$ cat src/rtl/imem_pkg.sv
// Shared types and helpers for the synchronous-read instruction memory.
package imem_pkg;

    typedef enum logic [0:0] {
        CLEAR = 1'b0,
        READY = 1'b1
    } imem_state_e;

    localparam logic [31:0] NOP = 32'h0000_0013;

    // Legal means word aligned and the word index falls inside the array.
    function automatic logic addr_legal(input logic [63:0] addr, input int unsigned depth);
        return (addr[1:0] == 2'b00) && ((addr >> 2) < 64'(depth));
    endfunction

endpackage

$ cat src/rtl/imem_init_ctrl.sv
// Post-reset clear sweep: walks every word index once, then hands the memory to the fetch/load ports.
//
// state | meaning
// ------+--------------------------------------------------------------
// CLEAR | sweep in progress, one word written per cycle, ports blocked
// READY | sweep done, fetch and load ports live
module imem_init_ctrl
    import imem_pkg::*;
#(
    parameter int unsigned DEPTH = 64,
    parameter int unsigned IDX_W = $clog2(DEPTH)
) (
    input  logic             clk,
    input  logic             reset,
    output logic             init_busy,
    output logic             clr_we,
    output logic [IDX_W-1:0] clr_idx
);

    localparam logic [0:0]       ST_CLEAR = 1'(CLEAR);
    localparam logic [0:0]       ST_READY = 1'(READY);
    localparam logic [IDX_W-1:0] LAST_IDX = IDX_W'(DEPTH - 1);

    logic [0:0]       state;
    logic [IDX_W-1:0] cnt;

    // The counter stops at the last index rather than wrapping.
    always_ff @(posedge clk or posedge reset) begin
        if (reset) begin
            state <= ST_CLEAR;
            cnt   <= '0;
        end else begin
            case (state)
                ST_CLEAR: begin
                    if (cnt == LAST_IDX) begin
                        state <= ST_READY;
                    end else begin
                        cnt <= cnt + 1'b1;
                    end
                end
                default: begin
                    state <= ST_READY;
                end
            endcase
        end
    end

    assign init_busy = (state == ST_CLEAR);
    assign clr_we    = (state == ST_CLEAR);
    assign clr_idx   = cnt;

endmodule

$ cat src/rtl/instr_mem_sync.sv
// Synchronous-read instruction memory with byte-addressed fetch port, program-load port and reset clear sweep.
module instr_mem_sync
    import imem_pkg::*;
#(
    parameter int unsigned     XLEN       = 32,
    parameter int unsigned     DEPTH      = 64,
    parameter int unsigned     ADDR_W     = 32,
    parameter logic [XLEN-1:0] CLEAR_WORD = XLEN'(NOP)
) (
    input  logic              clk,
    input  logic              reset,
    output logic              init_busy,
    input  logic              rd_req,
    output logic              rd_ready,
    input  logic [ADDR_W-1:0] rd_addr,
    output logic              rd_valid,
    output logic [XLEN-1:0]   rd_data,
    output logic              rd_fault,
    input  logic              ld_en,
    input  logic [ADDR_W-1:0] ld_addr,
    input  logic [XLEN-1:0]   ld_data,
    output logic              ld_err
);

    localparam int unsigned IDX_W = $clog2(DEPTH);

    logic [XLEN-1:0]  mem [DEPTH];
    logic             clr_we;
    logic [IDX_W-1:0] clr_idx;
    logic             rd_legal;
    logic             ld_legal;
    logic             rd_accept;
    logic             ld_accept;
    logic [IDX_W-1:0] rd_idx;
    logic [IDX_W-1:0] ld_idx;

    imem_init_ctrl #(
        .DEPTH (DEPTH),
        .IDX_W (IDX_W)
    ) u_init_ctrl (
        .clk       (clk),
        .reset     (reset),
        .init_busy (init_busy),
        .clr_we    (clr_we),
        .clr_idx   (clr_idx)
    );

    assign rd_ready  = !init_busy;
    assign rd_legal  = addr_legal(64'(rd_addr), DEPTH);
    assign ld_legal  = addr_legal(64'(ld_addr), DEPTH);
    assign rd_idx    = rd_addr[2 +: IDX_W];
    assign ld_idx    = ld_addr[2 +: IDX_W];
    assign rd_accept = rd_req && rd_ready;
    assign ld_accept = ld_en && !init_busy && ld_legal;

    // No reset on the array: only the sweep and the load port ever change it.
    always_ff @(posedge clk) begin
        if (clr_we) begin
            mem[clr_idx] <= CLEAR_WORD;
        end else if (ld_accept) begin
            mem[ld_idx] <= ld_data;
        end
    end

    // Reading mem here with non-blocking writes gives read-before-write on a shared edge.
    always_ff @(posedge clk or posedge reset) begin
        if (reset) begin
            rd_valid <= 1'b0;
            rd_data  <= '0;
            rd_fault <= 1'b0;
            ld_err   <= 1'b0;
        end else begin
            rd_valid <= rd_accept;
            if (rd_accept) begin
                rd_fault <= !rd_legal;
                rd_data  <= rd_legal ? mem[rd_idx] : CLEAR_WORD;
            end
            ld_err <= ld_en && (init_busy || !ld_legal);
        end
    end

endmodule

$ cat config.mk
export PLATFORM = sky130hd
export DESIGN_NAME = instr_mem_sync
export DESIGN_NICKNAME = d
export VERILOG_FILES = /design/src/rtl/imem_pkg.sv /design/src/rtl/imem_init_ctrl.sv /design/src/rtl/instr_mem_sync.sv
export SDC_FILE = /design/constraint.sdc
export NUM_CORES = 2
export LEC_CHECK = 0
export CAP_MARGIN = 20
export CELL_PAD_IN_SITES_DETAIL_PLACEMENT = 2
export CELL_PAD_IN_SITES_GLOBAL_PLACEMENT = 2
export CORE_MARGIN = 2
export CORE_UTILIZATION = 54
export CTS_BUF_LIST = sky130_fd_sc_hd__clkbuf_4 sky130_fd_sc_hd__clkbuf_8
export DETAILED_ROUTE_END_ITERATION = 10
export GPL_TIMING_DRIVEN = 1
export PLACE_DENSITY = 0.87
export SLEW_MARGIN = 20
export SYNTH_ARGS = -nofsm -noshare
export SYNTH_HDL_FRONTEND = slang
export SYNTH_SLANG_ARGS = --single-unit
$ cat constraint.sdc
create_clock -name clk -period 13.5 [get_ports clk]
set_input_delay 2.7 -clock clk [delete_from_list [all_inputs] [get_ports clk]]
set_output_delay 2.7 -clock clk [all_outputs]
set_load 0.005 [all_outputs]
==> reports/metrics.yaml, run 1 <==
yosysUniqueCellTypes: 56
outcome: "aborted with a tool error"
synth-edff-count: 2048
lastStage: "detailed placement"
async_flop_share: 0.02010
synth-seq-cells: 2090
portBuffers: 136
yosys_warnings: 0
firstError: "[ERROR DPL-0033] detailed placement checks failed during check placement."
synthCells: 3435
ios: 137
start_util: 0.5440
ys.flop_type: "edfxtp_1"
place.gp.congestion: 0.8453
synth_area_um2: 80320
syn_nets: 3536
avgSynthCellArea_um2: 23.38
yosysSeqAreaShare: 0.7787
die-width_um: 389.7
dpl.hpwl_um: 211200
fp.dieH_um: 389.7
num_rows: 141
-- per-stage QoR --
step              instance area, um^2  hold slack (ns)  cells  worst slack, ns
floorplan                       80320           0.4799   3435            5.492
global placement                84840           0.4921   5452            6.552
-- cell families after synthesis --
logic type	Yosys count	share of synthesized area
simple gates	255	0.01922
flops	2090	0.7787
xor+xnor	5	0.0005452
fa+ha+maj	1	0.0001557
compound gates	235	0.02312
buf+inv	209	0.01243
mux	640	0.1658
-- cells in the mapped netlist, types with 5 or more instances --
master | instances | area (um^2)
edfxtp_1 | 2048 | 61500
mux4_2 | 552 | 12430
clkbuf_1 | 91 | 341.6
mux2i_1 | 85 | 850.8
a22oi_1 | 56 | 420.4
and2_1 | 56 | 350.3
buf_2 | 54 | 270.3
dfrtp_1 | 42 | 1051
nor4_1 | 40 | 250.2
nor3_1 | 38 | 190.2
a21oi_1 | 33 | 165.2
a211oi_1 | 31 | 232.7
a2111o_1 | 29 | 326.6
a2111oi_0 | 28 | 245.2
a22o_1 | 25 | 219.0
buf_4 | 25 | 187.7
nand2_1 | 22 | 82.58
buf_1 | 20 | 75.07
nor2b_1 | 18 | 112.6
nor3b_1 | 18 | 135.1
nor2_1 | 14 | 52.55
nand4_1 | 10 | 62.56
inv_1 | 9 | 33.78
nor4b_1 | 8 | 70.07
a31oi_1 | 7 | 43.79
and4_1 | 7 | 61.31
buf_6 | 7 | 78.83
o22ai_1 | 6 | 37.54
nand3_1 | 5 | 25.02
xnor2_1 | 5 | 43.79
==> run 2: changes to the inputs <==
--- a/config.mk
+++ b/config.mk
@@ -6,14 +6,11 @@
 export NUM_CORES = 2
 export LEC_CHECK = 0
 export CAP_MARGIN = 20
-export CELL_PAD_IN_SITES_DETAIL_PLACEMENT = 2
-export CELL_PAD_IN_SITES_GLOBAL_PLACEMENT = 2
 export CORE_MARGIN = 2
-export CORE_UTILIZATION = 54
-export CTS_BUF_LIST = sky130_fd_sc_hd__clkbuf_4 sky130_fd_sc_hd__clkbuf_8
+export CORE_UTILIZATION = 39
 export DETAILED_ROUTE_END_ITERATION = 10
 export GPL_TIMING_DRIVEN = 1
-export PLACE_DENSITY = 0.87
+export PLACE_DENSITY_LB_ADDON = 0.15
 export SLEW_MARGIN = 20
 export SYNTH_ARGS = -nofsm -noshare
 export SYNTH_HDL_FRONTEND = slang
==> reports/metrics.yaml, run 2 <==
outcome: "completed"
synth-edff-count: 2048  # unchanged
regMostFlops: "mem"
finClkSkew_ns: 0.03591
power_leakage_nw: 23.80
wl_per_cell_um: 33.85
vias: 38360
critPathRequiredTime_ns: 14.23
cp_common_cell: "buf_4"
async_flop_share: 0.02010  # unchanged
max_slew_margin: 0.2277
cts_num_sinks: 2090
dr.pass1.iters: 5
crit_path_top_delay_cell: "buf_4"
nNetsFinal: 3838
grt_pass1_vias: 39270
drv_cap: 0
grt_pass1_wl_um: 314200
final_common_cell: "edfxtp_1"
grtUsageTotal: 0.2146
rsz0062_at_grt: "false"
path_cells: "buf_8, buf_4, buf_4, mux4_2, and2_1, a211oi_1, a2111oi_1, buf_4, a2111o_1"
startpoint_type: "primary input"
drive_above_1_share: 0.2870
tightestPinTransition_ns: 1.153
grt_max_degree: 91
drcViolationCount: 0
clk_path_buf_depth: 3
irDropWorstVdd_mv: 0.1289
timing.final.crit_share: 0.4443
clk_latency_ns: 0.85
synth_area_um2: 80320  # unchanged
synth_area_leaders: "edfxtp_1, mux4_2, dfrtp_1"
clkPwrFrac: 0.435
fp.dieH_um: 457.8  # +17%
r2r-start: "u_init_ctrl.state$_DFF_PP0_"
portBuffers: 136  # unchanged
ant_nets: 0
routed_wl_um: 223900
synthTopCellsByCount: "edfxtp_1, mux4_2, clkbuf_1"
ios: 137  # unchanged
yosysTopAreaCellShare: 0.7657  # unchanged
syn_to_final_growth_pct: 15.10
hp-class: "reg2reg"
worst_setup_path_end_kind: "flop"
p_seq_frac: 0.542
max_stage_delay_ns: 0.85
cts_resized: 0
cp-startpoint: "rd_addr[2]"
place_area_um2: 85740
yosysTopAreaCell: "edfxtp_1"
power_per_cell_area_nw_per_um2: 140.0
numCtsBuffers: 216
worstPathMaxFanout: 58
cts_hold_buf: 0
slew_viol_final: 0
synth.most_common_cell: "edfxtp_1"
tns_ns: 0
layout_common_cells: "edfxtp_1, mux4_2, clkbuf_16"
yosys_warnings: 0  # unchanged
path_delay_family: "buffers and inverters"
cts_setup_buffers: 0
synth-seq-cells: 2090  # unchanged
num_rows: 166  # +18%
clkTransAtPathRegs_ns: 0.07
dpl.hpwl_um: 117200  # -45%
largest_reg_flops: 2048
cts-root-buf: "clkbuf_16"
cts_tree: "done"
dieArea_um2: 209600
yosysUniqueCellTypes: 56  # unchanged
ys.flop_type: "edfxtp_1"
internal_power_mw: 10.28
avgViaCountPerCell: 5.800
yosysSeqAreaShare: 0.7787  # unchanged
switching_share: 0.2057
fmax_mhz: 166.7
htree_levels: 4
combPwrFrac: 0.023
p_sw_mw: 2.663
start_util: 0.3926  # -0.1513
hold_viol_final: 0
worstSetupPathType: "in2reg"
core_um2: 204600
avgSynthCellArea_um2: 23.38  # unchanged
syn_nets: 3536  # unchanged
final_cell_area_um2: 92450
drt_iter0_drc: 3859
final_util: 0.4519
place.gp.congestion: 0.7665  # -9.3%
cp.arrival_ns: 6.73
synthCells: 3435  # unchanged
min_from: "rd_data[30]$_DFFE_PP0P_"
critPathBufInv: 4
gr-total-overflow: 0
nFillCells: 17010
setup_violations: 0
antenna_found_initial: 11
min_period_ns: 5.998
die-width_um: 457.8  # +17%
run 2: worst paths after layout:
path,end,cells past startpoint,slack (ns)
setup / recovery,rd_data[24]$_DFFE_PP0P_,9,7.50
hold / removal,rd_data[30]$_DFFE_PP0P_,1,0.52
setup reg to reg,mem[42][13]$_DFFE_PP_,6,9.38
hold reg to reg,rd_data[30]$_DFFE_PP0P_,1,0.52
max in group asynchronous,rd_data[9]$_DFFE_PP0P_,3,10.38
min in group asynchronous,rd_data[4]$_DFFE_PP0P_,3,2.40
run 2: power groups by stage:
stage / clock [mW] / sequential [mW] / combinational, mW
finish: 5.63 / 7.01 / 0.294
floorplan: 0 / 7.15 / 0.189
global placement: 0 / 7.15 / 0.301
global route: 6.00 / 7.01 / 0.311
detailed placement: 0 / 7.15 / 0.301
CTS: 5.74 / 7.01 / 0.301
run 2: final cells by class:
| type | instances | area, um^2 | share of cell area |
|---|---|---|---|
| diodes | 6 | 15.01 | 0.0001624 |
| clock buffers | 304 | 5947 | 0.06433 |
| clock inverters | 97 | 699.4 | 0.007566 |
| inverters | 12 | 50.05 | 0.0005414 |
| multi-input cells | 1136 | 17320 | 0.1874 |
| flip-flops and latches | 2090 | 62550 | 0.6766 |
| well taps | 2688 | 3363 | 0.03638 |
| repair buffers | 281 | 2499 | 0.02703 |
run 2: per-stage QoR:
step	power [mW]	instances	hold slack, ns	setup WS [ns]
6_report	12.94	6614	0.5195	7.502
5_1_grt	13.32	6609	0.5432	7.147
4_1_cts	13.06	6606	0.5184	7.441
3_5_place_dp	7.450	6205	0.5061	6.502
3_3_place_gp	7.450	6204	0.5107	5.944
2_1_floorplan	7.338	3435	0.4799	5.492
run 2: layer usage:
layer  share of wire  track usage
met1            0.42       0.2988
met2            0.50       0.3598
met3           0.053      0.02777
met4           0.022      0.05252
met5        0.000040            0
run 2: kinds of logic after synthesis:
| kind of cell | Yosys count | share of synthesized area |
|---|---|---|
| AND/OR/NAND/NOR | 255 | 0.01922 |
| XOR/XNOR | 5 | 0.0005452 |
| AO/OA/AOI/OAI | 235 | 0.02312 |
| buffers and inverters | 209 | 0.01243 |
| multiplexers | 640 | 0.1658 |
| adder cells (fa/ha/maj) | 1 | 0.0001557 |
| flip-flops | 2090 | 0.7787 |
run 2: worst reg2reg max path, cell delays in order, from the launching register on:
cell     delay, ns
dfrtp_1       0.61
nor4b_2       0.35
and4_1        0.62
a41o_1        0.47
or3b_1        0.67
nor3_2        0.26
buf_4         0.65
Power figures use the tool's default switching activity.
